[src/rtl/sr_cmd_gen.sv]
// Command sequencer for a downstream SR flop. It turns set/clear request pulses
// into sr codes that are held for HOLD_CYCLES and followed by a 00 gap. The
// code 11 is never issued, and requests the flop already satisfies are dropped.
module sr_cmd_gen #(
    parameter int unsigned HOLD_CYCLES  = 2,
    parameter int unsigned GAP_CYCLES   = 1,
    parameter int unsigned CLR_PRIORITY = 1
) (
    input  logic       clk,
    input  logic       rst,
    input  logic       set_req,
    input  logic       clr_req,
    input  logic       q_fb,
    output logic [1:0] sr,
    output logic       busy,
    output logic       conflict,
    output logic [7:0] drop_cnt
);

    localparam int unsigned CNT_W  = 4;
    localparam int unsigned DROP_W = 8;
    localparam logic [CNT_W-1:0] HOLD_LOAD = CNT_W'(HOLD_CYCLES - 1);
    localparam logic [CNT_W-1:0] GAP_LOAD  = CNT_W'((GAP_CYCLES > 0) ? (GAP_CYCLES - 1) : 0);
    localparam logic CLR_WINS = (CLR_PRIORITY != 0);

    localparam logic [1:0] SR_HOLD = 2'b00;
    localparam logic [1:0] SR_SET  = 2'b10;
    localparam logic [1:0] SR_CLR  = 2'b01;

    typedef enum logic [1:0] {
        IDLE     = 2'd0,
        SET_HOLD = 2'd1,
        CLR_HOLD = 2'd2,
        GAP      = 2'd3
    } state_e;

    state_e              state_q,    state_d;
    logic [CNT_W-1:0]    cnt_q,      cnt_d;
    logic                pend_set_q, pend_set_d;
    logic                pend_clr_q, pend_clr_d;
    logic [1:0]          sr_q,       sr_d;
    logic                busy_q,     busy_d;
    logic                conflict_q, conflict_d;
    logic [DROP_W-1:0]   drop_q,     drop_d;

    logic                both_req;
    logic                set_in;
    logic                clr_in;
    logic                pick_set;
    logic                pick_clr;
    logic                serve_set;
    logic                serve_clr;
    logic                redundant;
    logic [1:0]          drop_inc;
    logic [DROP_W:0]     drop_sum;

    // Request capture and arbitration between pending flags.
    always_comb begin
        both_req = set_req & clr_req;
        set_in   = set_req & ~(both_req & CLR_WINS);
        clr_in   = clr_req & ~(both_req & ~CLR_WINS);
        pick_clr = pend_clr_q & (CLR_WINS | ~pend_set_q);
        pick_set = pend_set_q & ~pick_clr;
    end

    // Next-state, pending flags, drop counter and registered output values.
    always_comb begin
        state_d    = state_q;
        cnt_d      = cnt_q;
        serve_set  = 1'b0;
        serve_clr  = 1'b0;
        redundant  = 1'b0;

        case (state_q)
            IDLE: begin
                if (pick_set) begin
                    serve_set = 1'b1;
                    if (q_fb) begin
                        redundant = 1'b1;
                    end else begin
                        state_d = SET_HOLD;
                        cnt_d   = HOLD_LOAD;
                    end
                end else if (pick_clr) begin
                    serve_clr = 1'b1;
                    if (!q_fb) begin
                        redundant = 1'b1;
                    end else begin
                        state_d = CLR_HOLD;
                        cnt_d   = HOLD_LOAD;
                    end
                end
            end
            SET_HOLD, CLR_HOLD: begin
                if (cnt_q == '0) begin
                    if (GAP_CYCLES == 0) begin
                        state_d = IDLE;
                    end else begin
                        state_d = GAP;
                        cnt_d   = GAP_LOAD;
                    end
                end else begin
                    cnt_d = cnt_q - CNT_W'(1);
                end
            end
            GAP: begin
                if (cnt_q == '0) begin
                    state_d = IDLE;
                end else begin
                    cnt_d = cnt_q - CNT_W'(1);
                end
            end
            default: begin
                state_d = IDLE;
            end
        endcase

        // A request sampled on the edge that retires the old one counts as new.
        pend_set_d = (pend_set_q & ~serve_set) | set_in;
        pend_clr_d = (pend_clr_q & ~serve_clr) | clr_in;

        conflict_d = both_req;
        drop_inc   = {1'b0, both_req} + {1'b0, redundant};
        drop_sum   = (DROP_W+1)'(drop_q) + (DROP_W+1)'(drop_inc);
        drop_d     = drop_sum[DROP_W] ? {DROP_W{1'b1}} : drop_sum[DROP_W-1:0];

        case (state_d)
            SET_HOLD: sr_d = SR_SET;
            CLR_HOLD: sr_d = SR_CLR;
            default:  sr_d = SR_HOLD;
        endcase
        busy_d = (state_d != IDLE);
    end

    // State and output registers; reset aborts any command in flight.
    always_ff @(posedge clk or posedge rst) begin
        if (rst) begin
            state_q    <= IDLE;
            cnt_q      <= '0;
            pend_set_q <= 1'b0;
            pend_clr_q <= 1'b0;
            sr_q       <= SR_HOLD;
            busy_q     <= 1'b0;
            conflict_q <= 1'b0;
            drop_q     <= '0;
        end else begin
            state_q    <= state_d;
            cnt_q      <= cnt_d;
            pend_set_q <= pend_set_d;
            pend_clr_q <= pend_clr_d;
            sr_q       <= sr_d;
            busy_q     <= busy_d;
            conflict_q <= conflict_d;
            drop_q     <= drop_d;
        end
    end

    assign sr       = sr_q;
    assign busy     = busy_q;
    assign conflict = conflict_q;
    assign drop_cnt = drop_q;

endmodule

[config.mk]
export PLATFORM = sky130hd
export DESIGN_NAME = sr_cmd_gen
export DESIGN_NICKNAME = d
export VERILOG_FILES = /design/src/rtl/sr_cmd_gen.sv
export SDC_FILE = /design/constraint.sdc
export NUM_CORES = 1
export LEC_CHECK = 0
export CORE_ASPECT_RATIO = 1.2
export CORE_MARGIN = 2
export CORE_UTILIZATION = 50
export CTS_CLUSTER_DIAMETER = 30
export DETAILED_ROUTE_END_ITERATION = 6
export MAX_ROUTING_LAYER = met4
export PLACE_DENSITY = 0.73
export RECOVER_POWER = 25
export SYNTH_ARGS = -nofsm -noshare
export SYNTH_HDL_FRONTEND = slang
export SYNTH_SLANG_ARGS = --single-unit
[constraint.sdc]
create_clock -name clk -period 2.55 [get_ports clk]
set_input_delay 0.51 -clock clk [delete_from_list [all_inputs] [get_ports clk]]
set_output_delay 0.51 -clock clk [all_outputs]
set_load 0.03 [all_outputs]
* After elaboration in Yosys (flattened, before gate mapping)
Index checks and enable logic that the tools add are counted.
Storage, ports and cells: word-level logic and storage cells 62, register bits after elaboration 20, input port bits 5, output and inout port bits 12
Cells by class: $add $sub $neg 3, reduce and logical (&&, ||, !) cells 5, multiplexer cells 26, bitwise gates (word level) 11, equality and inequality tests 9
Operator list (number):
- 2-to-1 mux 4 bit | 6
- 2-to-1 mux 2 bit | 6
- one-hot mux 4 bit (3 select lines) | 1
- 2-to-1 mux 1 bit | 10
- adder 8 x 2 -> 9 bit | 1
- inequality test 3 bit (second input constant) | 3
- 2-to-1 mux 8 bit | 1
- == test 2 bit (second input constant) | 3
- one-hot mux 2 bit (3 select lines) | 1
- AND 1 bit | 5
- == test 2 x 1 -> 1 bit (second input constant) | 2
- logical NOT 4 bit | 1
- NOT 1 bit | 4
- one-hot mux 2 bit (2 select lines) | 1
- AND reduction 4 bit | 1
- subtractor 4 x 1 -> 4 bit (second input constant) | 1
- adder 1 x 1 -> 2 bit | 1
- logical NOT 2 bit | 1
- inequality test 2 bit (second input constant) | 1
- OR 1 bit | 2
- nonzero test 2 bit | 1
- OR reduction 2 bit | 1

* Logic depth before layout (Yosys ltp)
word-level depth 7, depth in mapped cells 10

* Least setup slack after synthesis
No wires, ideal clock.
path type register -> register, from register state_q[0], to register drop_q[7] (netlist: drop_cnt[7]), buffers on the path 0, period minus slack after synthesis 2.066 ns, setup time 0.125 ns, slack 0.484 ns, data required time 2.425 ns, arrival 1.942 ns, cell stages (with the launch flop) 9, path through dfrtp_1 -> inv_1 -> ha_1 -> nand2_1 -> fa_1 -> and3b_1 -> nand3_1 -> nor2_1 -> mux2_2
On the way: cells in the longest elaborated chain, start to end 5
Ends and longest elaborated chain:
- from (decl) | RTL line 37 | state_e state_q, state_d;
- from (signal assigned) | RTL line 147 | state_q <= state_d;
- logical NOT 2 bit | RTL line 74 | case (state_q)
- 2-to-1 mux 1 bit | RTL line 74
- adder 1 x 1 -> 2 bit | RTL line 123 | drop_inc = {1'b0, both_req} + {1'b0, redundant};
- adder 8 x 2 -> 9 bit | RTL line 124 | drop_sum = (DROP_W+1)'(drop_q) + (DROP_W+1)'(drop_inc);
- 2-to-1 mux 8 bit | RTL line 125 | drop_d = drop_sum[DROP_W] ? {DROP_W{1'b1}} : drop_sum[DROP_W-1:0];
- net drop_d[7] | RTL line 44 | logic [DROP_W-1:0] drop_q, drop_d;
- to (signal assigned) | RTL line 154 | drop_q <= drop_d;
- to (decl) | RTL line 44
The timed path passes the listed nets, and every way through them passes these cells. A chain may end at the register's enable or synchronous reset.

* Worst setup path in the final report
from input port q_fb, to register drop_q[3] (netlist: drop_cnt[3])
On the way: cells in the longest elaborated chain, start to end 7, elaborated cells between the ends (all ways) 8, those cells by class add/sub: 2; mux: 6
Ends and longest elaborated chain:
- from (decl) | RTL line 13 | input logic q_fb,
- 2-to-1 mux 1 bit | RTL line 86 | if (!q_fb) begin
- 2-to-1 mux 1 bit | RTL line 84 | end else if (pick_clr) begin
- 2-to-1 mux 1 bit (*) | RTL line 76 | if (pick_set) begin
- 2-to-1 mux 1 bit (*) | RTL line 74
- adder 1 x 1 -> 2 bit (*) | RTL line 123
- adder 8 x 2 -> 9 bit (*) | RTL line 124
- 2-to-1 mux 8 bit (*) | RTL line 125
- net drop_d[3] | RTL line 44
The timed path passes the listed nets; every way through them passes the cells marked *.

==> qor.csv <==
stage,metric,value,unit
run_status,status,"finished, final reports clean",
synthesis,most frequent cell after synthesis,dfrtp_1,
routing,vias,867,
sta,Hold Fails Final Rpt,0,
synthesis,"Primary FF master, synth",dfrtp_1,
sta,Fmax,0.4339,GHz
synthesis,Post-Syn Area,1091,µm²
cells_and_area,nets,147,
clock_tree,H-Tree Depth,1,
placement,DP Wirelength,1522,µm
setup_path,Most common cell on crit path,nand2_1,
setup_path,worst r2r src,state_q[0],
setup_path,crit start category,input pin,
synthesis,Post-Synth Adder-Cell Area,0.07569,
setup_path,crit path launch,q_fb,
floorplanning,Initial Util,0.5266,
global_route,GRT overflow,0,
routing,total wire length,1949,µm
synthesis,post-synthesis xor/xnor area fraction,0.02408,
clock_tree,CTS sink cnt,20,
floorplanning,chip height,55.17,µm
job,max_cap viols,0,
sta,setup TNS,0,ns
placement,Inst Count DP,161,
clock_tree,"Clk Latency, worst-skew pair",0.30,ns
clock_tree,Num CTS Buffers,3,
clock_tree,post-CTS setup buffer count,0,
routing,via density per instance,5.255,
sta,Max transition margin,0.5058,
global_route,number of global-route vias before repair,782,
cells_and_area,Inserted Diodes,0,
synthesis,Post-synth top cells,"20 x dfrtp_1, 15 x nand2_1, 10 x inv_1",
synthesis,"Async S/R FF share, synth",1.000,
min_path,source of the worst hold timing path,drop_cnt[6],
min_path,Hold Crit Class,register to register,
power_and_ir_drop,PwrDens,1298,nW/µm²
sta,fin. max-slew vios,0,
clock_tree,Root Driver,clkbuf_4,
floorplanning,core area,2072,µm²
setup_path,Crit Path Category,input pin to register,
setup_path,Critical Path Fanout Max,5,
synthesis,largest cells by area after synthesis,"dfrtp_1 46%, ha_1 5.7%, nand2_1 5.2%",
floorplanning,I/O pin cnt,17,
cells_and_area,share of cells above drive strength 1,0.1704,
clock_tree,post_cts resized,0,
power_and_ir_drop,Leakage,0.6447,nW
setup_path,WP data required,2.79,ns
sta,RSZ-0062 raised after global routing,false,
setup_path,Buf/Inv on CP,2,
routing,Detailed Routing Iterations Pass 1,4,
sta,period utilization,0.9038,
min_path,WHS Endpoint,drop_cnt[6],
clock_tree,TritonCTS clock tree,yes,
synthesis,post-synth cell types,35,
global_route,initial antenna violation count,0,
sta,Min Hold Slack,0.5700,ns
synthesis,post-synth top area cell,dfrtp_1,
setup_path,"slowest stage delay, CP",0.49,ns
synthesis,total nets after synthesis,120,
routing,Routed wire per std cell,11.81,µm
synthesis,area share of and/or/nand/nor cells after synthesis,0.2328,
sta,Final Critical Period,2.305,ns
floorplanning,Die ar.,2573,µm²
setup_path,Critical Path End Type,register,
sta,final setup vio count,0,
cells_and_area,area delta synth->final,27.06,%
global_route,GRT Total Usage,0.1878,
setup_path,Crit path max-delay family,simple AND/OR/NAND/NOR gates,
synthesis,post-synthesis compound-gate area fraction,0.1548,
setup_path,Critical Path AT,2.55,ns
clock_tree,Max clock buf depth,2,
synthesis,Post-synth EDFFs,0,
synthesis,fraction of the yosys area taken by sequential cells,0.4587,
setup_path,Reg-to-Reg End,drop_cnt[3],
placement,port bufs,16,
floorplanning,Chip Width,46.64,µm
floorplanning,# rows,18,
synthesis,Ys Warns,0,
setup_path,R2R setup slack,0.39,ns
synthesis,Mapped Cells,109,
power_and_ir_drop,Max rail drop VDD,0.0006890,V
min_path,worst hold path depth,1,
sta,Worst Max-Slew Pin Slew,0.7405,ns
cells_and_area,filler-free cell count of the finished design,165,
global_route,first-pass GRT wire length,3243,µm
clock_tree,"CTS clk-pin slew, worst paths",0.12,ns
synthesis,largest family of logic cells by synthesized area,simple AND/OR/NAND/NOR gates,
setup_path,crit-path cells,clkdlybuf4s50_1 > nand2_1 > mux2i_1 > nand2_1 > fa_1 > inv_1 > ha_1 > and3_1 > and3_1 > nand3_1 > nand2_1,
global_route,largest net degree at the start of global routing,21,
synthesis,Synth Register Bits,20,
synthesis,Synth Area per Inst,10.01,µm²
routing,# DRC,0,
routing,First DRT Iteration DRCs,7,
setup_path,R2R depth,10,
sta,Setup Skew,0.003820,ns
setup_path,CP max-delay cell,clkdlybuf4s50_1,
synthesis,Yosys top cell area share,0.4587,
placement,gpl congestion,0.7742,
routing,"antenna viol nets, final",0,
clock_tree,"Hold-fix buffers, CTS",0,
synthesis,mux share of post-synthesis cell area,0.01950,
-- layout by cell type (no fill, tap or decap), types with 2 or more instances in the layout --
cell type / n
dfrtp_1: 20
nand2_1: 15
clkdlybuf4s50_1: 14
inv_1: 10
o21ai_0: 9
nor2_1: 7
buf_4: 6
nand3_1: 5
ha_1: 5
nand2b_1: 3
a21oi_1: 3
o21ai_1: 3
clkbuf_4: 3
nor2_2: 2
or2_1: 2
and3_1: 2
xnor2_1: 2
dlygate4sd3_1: 2
-- kinds of logic after synthesis --
family | Yosys count
flops | 20
mux | 2
buf+inv | 10
fa+ha+maj | 6
xor+xnor | 3
simple gates | 44
compound gates | 24
-- worst max-delay path by stage --
stage / to / slack (ns) / cells after the start
2_1_floorplan: drop_cnt[7] / 0.48 / 8
3_3_place_gp: drop_cnt[7] / -0.03 / 9
3_5_place_dp: drop_cnt[0] / -0.08 / 11
4_1_cts: drop_cnt[0] / 0.23 / 11
5_1_grt: drop_cnt[3] / 0.10 / 9
6_report: drop_cnt[3] / 0.25 / 11
-- worst register-to-register path, cell delays in order, from the launching register on --
cell and delay (ns):
dfrtp_1 0.47, inv_1 0.09, ha_1 0.18, nand2_1 0.07
fa_1 0.39, inv_1 0.07, ha_1 0.15, and3_1 0.17
and3_1 0.19, nand3_1 0.19, nand2_1 0.13
-- registers in the layout, indices dropped and copies added, names as in the netlist --
register    flops
conflict        1
busy            1
state_q         2
cnt_q           4
drop_cnt        8
pend_clr_q      1
sr              2
pend_set_q      1
-- cell type report --
| cell class | count | area (µm²) |
|---|---|---|
| multi-input combinational | 79 | 553.0 |
| sequential | 20 | 500.5 |
| clock buffer | 3 | 22.52 |
| clock inverter | 1 | 30.03 |
| timing repair buffer | 22 | 205.2 |
| inverter | 10 | 37.54 |
| tap | 30 | 37.54 |
| fill | 201 | 685.7 |
-- routing by layer --
metal  global-route usage  part of all wire  vias to the layer above
li1                     -                 -                      420
met1               0.2156              0.46                      429
met2               0.3218              0.50                       13
met3              0.02922             0.022                        5
met4              0.08333             0.021                        0
met5                    -                 0                        -
-- report_power, final --
group / internal (mW) / leakage, nW / switching (mW)
clock: 0.159 / 0.0279 / 0.0990
combinational: 0.438 / 0.366 / 0.508
sequential: 0.447 / 0.251 / 0.148
-- through the flow --
stage                     total power [mW]  cell area, µm²  worst slack [ns]    util
after floorplan                      1.241            1091            0.4837       -
after global placement               1.529            1334          -0.02964  0.6437
after detailed placement             1.556            1334          -0.08358  0.6437
after CTS                            1.817            1386            0.2319  0.6691
after global routing                 1.951            1386            0.1047  0.6691
final                                1.799            1386            0.2452  0.6691
Note: power is estimated with default switching activity, not from simulation.
